## src/rtl/display_pkg.sv

```systemverilog
// Shared constants, state type and BCD helper for the HEX display controller.
// Leading-zero blanking of the score field is enabled by defining HEX_BLANK_EN.
package display_pkg;

  localparam int NUM_REQ = 3;
  localparam int SCORE = 0;
  localparam int LIVES = 1;
  localparam int LEVEL = 2;

  localparam int SCORE_MAX = 9999;
  localparam int DIGIT_MAX = 9;
  localparam logic [3:0] BLANK_CODE = 4'hF;

  typedef enum logic [1:0] {
    IDLE  = 2'd0,
    CONV  = 2'd1,
    WRITE = 2'd2
  } disp_state_t;

  function automatic logic [15:0] add3(
    input logic [15:0] a
  );
    logic [15:0] r;
    for (int i = 0; i < 4; i++) begin
      r[i*4 +: 4] = (a[i*4 +: 4] >= 4'd5) ?
        a[i*4 +: 4] + 4'd3 : a[i*4 +: 4];
    end
    return r;
  endfunction

endpackage

```

## src/rtl/bin2bcd_seq.sv

```systemverilog
// Sequential shift-add-3 binary to 4-digit BCD converter, one bit per cycle.
// done flags the edge that performs the final shift.
module bin2bcd_seq
  import display_pkg::*;
#(
  parameter int W = 14
) (
  input  logic         clk,
  input  logic         reset_n,
  input  logic         start,
  input  logic [W-1:0] bin_in,
  output logic [15:0]  bcd,
  output logic         done
);

  localparam int CW = $clog2(W + 1);

  logic [W-1:0]  sr_q, sr_d;
  logic [15:0]   acc_q, acc_d;
  logic [CW-1:0] cnt_q, cnt_d;
  logic          run_q, run_d;
  logic [15:0]   acc_adj;

  assign acc_adj = add3(acc_q);
  assign done    = run_q && (cnt_q == CW'(W - 1));
  assign bcd     = acc_q;

  always_comb begin
    sr_d  = sr_q;
    acc_d = acc_q;
    cnt_d = cnt_q;
    run_d = run_q;
    if (start) begin
      sr_d  = bin_in;
      acc_d = '0;
      cnt_d = '0;
      run_d = 1'b1;
    end else if (run_q) begin
      acc_d = {acc_adj[14:0], sr_q[W-1]};
      sr_d  = {sr_q[W-2:0], 1'b0};
      cnt_d = cnt_q + 1'b1;
      if (done) run_d = 1'b0;
    end
  end

  always_ff @(posedge clk or negedge reset_n) begin
    if (!reset_n) begin
      sr_q  <= '0;
      acc_q <= '0;
      cnt_q <= '0;
      run_q <= 1'b0;
    end else begin
      sr_q  <= sr_d;
      acc_q <= acc_d;
      cnt_q <= cnt_d;
      run_q <= run_d;
    end
  end

endmodule

```

## src/rtl/seg7.sv

```systemverilog
// Hex digit to active-low 7-segment decoder, bit order gfedcba.
// Code 4'hF is reserved as blank.
module seg7 (
  input  logic [3:0] digit,
  output logic [6:0] seg
);

  always_comb begin
    seg = 7'h7F;
    unique case (digit)
      4'h0: seg = 7'b1000000;
      4'h1: seg = 7'b1111001;
      4'h2: seg = 7'b0100100;
      4'h3: seg = 7'b0110000;
      4'h4: seg = 7'b0011001;
      4'h5: seg = 7'b0010010;
      4'h6: seg = 7'b0000010;
      4'h7: seg = 7'b1111000;
      4'h8: seg = 7'b0000000;
      4'h9: seg = 7'b0010000;
      4'hA: seg = 7'b0001000;
      4'hB: seg = 7'b0000011;
      4'hC: seg = 7'b1000110;
      4'hD: seg = 7'b0100001;
      4'hE: seg = 7'b0000110;
      4'hF: seg = 7'h7F;
      default: seg = 7'h7F;
    endcase
  end

endmodule

```

## src/rtl/hex_display_ctrl.sv

```systemverilog
// Round-robin arbitrated BCD update controller for six HEX displays.
// Define HEX_BLANK_EN for leading-zero blanking of the score digits.
module hex_display_ctrl
  import display_pkg::*;
#(
  parameter int SCORE_W = 14
) (
  input  logic               clk,
  input  logic               reset_n,
  input  logic [2:0]         req,
  input  logic [SCORE_W-1:0] score_val,
  input  logic [3:0]         lives_val,
  input  logic [3:0]         level_val,
  output logic [2:0]         ack,
  output logic               busy,
  output logic [6:0]         HEX0,
  output logic [6:0]         HEX1,
  output logic [6:0]         HEX2,
  output logic [6:0]         HEX3,
  output logic [6:0]         HEX4,
  output logic [6:0]         HEX5
);

  disp_state_t       state_q, state_d;
  logic [1:0]        grant_q, grant_d;
  logic [1:0]        last_q, last_d;
  logic [5:0][3:0]   dig_q, dig_d;
  logic [1:0]        pick;
  logic              start;
  logic              done;
  logic [15:0]       bcd;
  logic [SCORE_W-1:0] load_val;
  logic [SCORE_W-1:0] sat_score;
  logic [3:0]        sat_lives;
  logic [3:0]        sat_level;
  logic [3:0][3:0]   score_nib;

  // Search starts just after the last grant, so it ends up lowest.
  always_comb begin
    int idx;
    logic found;
    pick  = last_q;
    found = 1'b0;
    for (int k = 1; k <= NUM_REQ; k++) begin
      idx = (int'(last_q) + k) % NUM_REQ;
      if (!found && req[idx]) begin
        found = 1'b1;
        pick  = 2'(idx);
      end
    end
  end

  assign sat_score = (32'(score_val) > 32'(SCORE_MAX)) ?
    SCORE_W'(SCORE_MAX) : score_val;
  assign sat_lives = (lives_val > 4'(DIGIT_MAX)) ?
    4'(DIGIT_MAX) : lives_val;
  assign sat_level = (level_val > 4'(DIGIT_MAX)) ?
    4'(DIGIT_MAX) : level_val;

  always_comb begin
    load_val = sat_score;
    unique case (pick)
      2'(LIVES): load_val = SCORE_W'(sat_lives);
      2'(LEVEL): load_val = SCORE_W'(sat_level);
      default:   load_val = sat_score;
    endcase
  end

  always_comb begin
    score_nib = bcd;
`ifdef HEX_BLANK_EN
    if (bcd[15:12] == 4'h0) score_nib[3] = BLANK_CODE;
    if (bcd[15:8] == 8'h00) score_nib[2] = BLANK_CODE;
    if (bcd[15:4] == 12'h000) score_nib[1] = BLANK_CODE;
`endif
  end

  always_comb begin
    state_d = state_q;
    grant_d = grant_q;
    last_d  = last_q;
    dig_d   = dig_q;
    start   = 1'b0;
    unique case (state_q)
      IDLE: begin
        if (|req) begin
          state_d = CONV;
          grant_d = pick;
          last_d  = pick;
          start   = 1'b1;
        end
      end
      CONV: begin
        if (done) state_d = WRITE;
      end
      WRITE: begin
        state_d = IDLE;
        unique case (grant_q)
          2'(SCORE): dig_d[3:0] = score_nib;
          2'(LIVES): dig_d[4]   = bcd[3:0];
          2'(LEVEL): dig_d[5]   = bcd[3:0];
          default: ;
        endcase
      end
      default: state_d = IDLE;
    endcase
  end

  always_ff @(posedge clk or negedge reset_n) begin
    if (!reset_n) begin
      state_q <= IDLE;
      grant_q <= 2'(SCORE);
      last_q  <= 2'(LEVEL);
      dig_q   <= {6{BLANK_CODE}};
    end else begin
      state_q <= state_d;
      grant_q <= grant_d;
      last_q  <= last_d;
      dig_q   <= dig_d;
    end
  end

  assign busy = (state_q != IDLE);
  assign ack  = (state_q == WRITE) ? (3'b001 << grant_q) : 3'b000;

  bin2bcd_seq #(.W(SCORE_W)) u_b2b (
    .clk     (clk),
    .reset_n (reset_n),
    .start   (start),
    .bin_in  (load_val),
    .bcd     (bcd),
    .done    (done)
  );

  seg7 u_seg0 (.digit(dig_q[0]), .seg(HEX0));
  seg7 u_seg1 (.digit(dig_q[1]), .seg(HEX1));
  seg7 u_seg2 (.digit(dig_q[2]), .seg(HEX2));
  seg7 u_seg3 (.digit(dig_q[3]), .seg(HEX3));
  seg7 u_seg4 (.digit(dig_q[4]), .seg(HEX4));
  seg7 u_seg5 (.digit(dig_q[5]), .seg(HEX5));

endmodule

```

## config.mk

```make
export PLATFORM = sky130hd
export DESIGN_NAME = hex_display_ctrl
export DESIGN_NICKNAME = d
export VERILOG_FILES = /design/src/rtl/display_pkg.sv /design/src/rtl/bin2bcd_seq.sv /design/src/rtl/seg7.sv /design/src/rtl/hex_display_ctrl.sv
export SDC_FILE = /design/constraint.sdc
export NUM_CORES = 1
export LEC_CHECK = 0
export BUFFER_PORTS_ARGS = -buffer_cell sky130_fd_sc_hd__buf_2
export CAP_MARGIN = 15
export CORE_ASPECT_RATIO = 1.75
export CORE_MARGIN = 1
export CORE_UTILIZATION = 50
export DETAILED_ROUTE_END_ITERATION = 6
export GPL_ROUTABILITY_DRIVEN = 0
export PLACE_DENSITY = 0.75
export SLEW_MARGIN = 20
export SYNTH_ARGS = -nofsm -noshare
export SYNTH_HDL_FRONTEND = slang
export SYNTH_SLANG_ARGS = --single-unit
```

## constraint.sdc

```tcl
create_clock -name clk -period 4.09 [get_ports clk]
set_input_delay 1.0225 -clock clk [delete_from_list [all_inputs] [get_ports clk]]
set_output_delay 1.0225 -clock clk [all_outputs]
set_load 0.005 [all_outputs]
```

==> flow_metrics.py <==
metrics = {
    "setup_path": {
        "critical-path-max-stage-delay_ns": 0.53,
        "crit_family": "simple AND/OR/NAND/NOR gates",
        "worst_ep_arrival_time_ns": 3.51,
        "endpoint_kind": "flip-flop",
        "timing.critical_path.slowest_stage_cell": "dfrtp_1",
        "worstSetupPathType": "reg2reg",
        "cp_num_buf_inv": 1,
        "crit_path_start_kind": "flip-flop",
        "required_ns": 4.33,
        "cp_max_fo": 9,
        "crit_path_cell_trace": "inv_1 -> ha_1 -> nor2b_1 -> o21ai_2 -> nand3_1 -> o21ai_0 -> o31ai_1 -> ha_1 -> nand2_1 -> nor2_1 -> nand3_1 -> o21ai_0",
    },
    "hold_path": {
        "min_path_type": "reg2reg",
    },
    "cts": {
        "cts_hold_buf": 0,
        "clock-sinks": 64,
        "cts-buffers-inserted": 9,
        "cts-resized-gates": 0,
        "cts-root-buf": "clkbuf_16",
        "clock_transition_time_at_the_flip_flop_clock_pins_of_the_worst_setup_and_hold_paths_ns": 0.05,
        "max-clock-path-buffers": 2,
        "worst_skew_pair.late_latency_ns": 0.32,
        "cts-htree-levels": 3,
        "tritoncts_clock_tree": "done",
        "cts_setup_buffers": 0,
    },
    "sta": {
        "clock.fmax_ghz": 0.306,
        "timing_max_transition_violations_final": 0,
        "slew_headroom_pct": 33.7,
        "totalNegativeSetupSlack_ns": 0,
        "clock-skew-final_ns": 0.00398,
        "period_minus_slack_ns": 3.27,
        "grt_setup_unrepaired": "false",
        "worst_slew_pin_slew_ns": 0.995,
        "finalHoldViolCount": 0,
        "hold_slack_ns": 0.473,
        "fin_crit_sh_pct": 79.9,
        "setup_ws_ns": 0.821,
        "setup-violations-final": 0,
    },
    "final_layout": {
        "antenna_cells_inserted": 0,
        "mostFrequentLayoutCells": "72 x buf_2, 52 x ha_1, 46 x inv_1",
        "drive_above_1_share_pct": 28.7,
        "layout.cells.most_common": "buf_2",
        "area.growth.synth_to_final_pct": 15.0,
        "nets": 646,
    },
    "drt": {
        "detail_route.wirelength_um": 10200,
        "dr_total_vias": 3936,
        "count_of_unresolved_drc_violations_after_routing": 0,
        "antenna_nets_post_route": 0,
        "avgViaCountPerCell": 5.67,
        "drt_iter0_drc": 193,
        "routedWlPerCell_um": 14.6,
        "drt_pass1_iterations": 4,
    },
    "pwr": {
        "irDropWorstVdd_mv": 0.587,
        "power_uw": 3510,
        "powerDensity_nw_per_um2": 616,
        "p_leak_uw": 0.00265,
    },
    "run_status": {
        "run_status": "finished clean",
    },
    "global_routing": {
        "maximum_number_of_pins_on_one_net_before_global_route_repair": 52,
        "gr-total-overflow": 0,
        "grt_util_all_layers_pct": 20.5,
        "number_of_antenna_violations_at_the_first_check_in_global_routing": 0,
        "grt_pass1_wl_um": 17200,
        "first_global_vias": 3883,
    },
    "floorplan": {
        "num_io_pins": 73,
        "dieHeight_um": 134,
        "initial_utilization_pct": 52.0,
        "rows": 47,
        "fp.coreArea_sq_um": 9530,
        "die_width_um": 77.2,
        "area_of_the_die_sq_um": 10300,
    },
    "synth": {
        "ys_top_cells_by_area": "dfrtp_1 20%, dfstp_2 13%, ha_1 13%",
        "synth.avg_cell_area_sq_um": 9.79,
        "post_synth_instance_area_sq_um": 4950,
        "postSynth.asyncResetShare_pct": 100,
        "edff_count_synth": 0,
        "netlist.top_cell.by_area": "dfrtp_1",
        "total_of_flip_flops_plus_latches_after_synthesis": 64,
        "synth_cell_types": 48,
        "synth_sequential_area_ratio_pct": 33.0,
        "synthesis.instances": 506,
        "yosys_most_used_dff": "dfrtp_1",
        "synth_fp_nets": 585,
        "synth-warning-count": 0,
        "synth_top_area_share_pct": 19.7,
    },
    "job": {
        "cap_violations": 0,
    },
    "placement": {
        "place_hpwl_um": 7560,
        "numPortBuffers": 72,
        "post-place-ws_ns": 0.753,
    },
}
[worst reg2reg max path: cells and delay by family, from the launching register on]
kind                     cells  cell delay (ns)
AO/OA/AOI/OAI                4             0.67
adder cells (fa/ha/maj)      2             0.85
buffers and inverters        1             0.17
flip-flops                   1             0.53
AND/OR/NAND/NOR              5             0.97
[routing by layer]
layer / vias up / GRT usage, % / share of wire (%)
li1: 1922 / - / -
met1: 1920 / 21.9 / 40
met2: 77 / 39.4 / 56
met3: 17 / 3.22 / 2.4
met4: 0 / 7.34 / 1.7
met5: - / 0 / 0
[final timing paths]
kind / from / endpoint / slack (ns) / depth (start not counted)
setup / recovery: grant_q[0]$_DFFE_PN0P_ / u_b2b.sr_q[7]$_DFFE_PN0P_ / 0.82 / 12
hold / removal: state_q[1]$_DFFE_PN0P_ / state_q[1]$_DFFE_PN0P_ / 0.47 / 1
setup reg to reg: grant_q[0]$_DFFE_PN0P_ / u_b2b.sr_q[7]$_DFFE_PN0P_ / 0.82 / 12
hold reg to reg: state_q[1]$_DFFE_PN0P_ / state_q[1]$_DFFE_PN0P_ / 0.47 / 1
max in group asynchronous: reset_n / u_b2b.run_q$_DFF_PN0_ / 2.54 / 2
min in group asynchronous: reset_n / u_b2b.sr_q[10]$_DFFE_PN0P_ / 0.59 / 1
[cell type report]
cell class	instances	area, sq um
flip-flops and latches	64	1630
repair buffers	76	390
well taps	122	153
fillers	857	3830
multi-input cells	370	3040
clock buffers	11	253
clock inverters	5	55.1
inverters	46	173
[registers in the layout, indices dropped and copies added, names as in the netlist]
name,count
grant_q,2
u_b2b.bcd,16
state_q,2
u_b2b.run_q,1
u_b2b.cnt_q,4
last_q,1
dig_q,24
u_b2b.sr_q,14
[logic make-up after synthesis]
logic type,Yosys count,share of synthesized area (%)
multiplexers,68,18.7
XOR/XNOR,7,1.24
AO/OA/AOI/OAI,103,13.5
buffers and inverters,72,5.66
AND/OR/NAND/NOR,140,14.8
adder cells (fa/ha/maj),52,13.1
flip-flops,64,33.0
[cell usage after synthesis (all sizes together) (7+ instances only)]
cell type,instances
nand4,7
o21ai,36
nor2b,8
nand2,40
nand3b,7
a21oi,24
nand3,11
nor2,37
clkbuf,16
mux4,18
mux2,17
mux2i,33
nand2b,7
ha,52
dfstp,25
inv,46
buf,10
dfrtp,39
a221oi,7
[power by group]
part	internal, uW	switching [uW]	total [uW]
clock	502	262	764
combinational	772	813	1590
sequential	864	295	1160
[per-stage QoR]
stage,utilization [%],instances,cell area (sq um)
global route,59.8,694,5700
CTS,59.8,694,5700
detailed placement,56.6,678,5390
global placement,56.6,678,5390
floorplan,-,506,4950
finish,59.8,694,5700
Note: power is estimated with default switching activity, not from simulation.
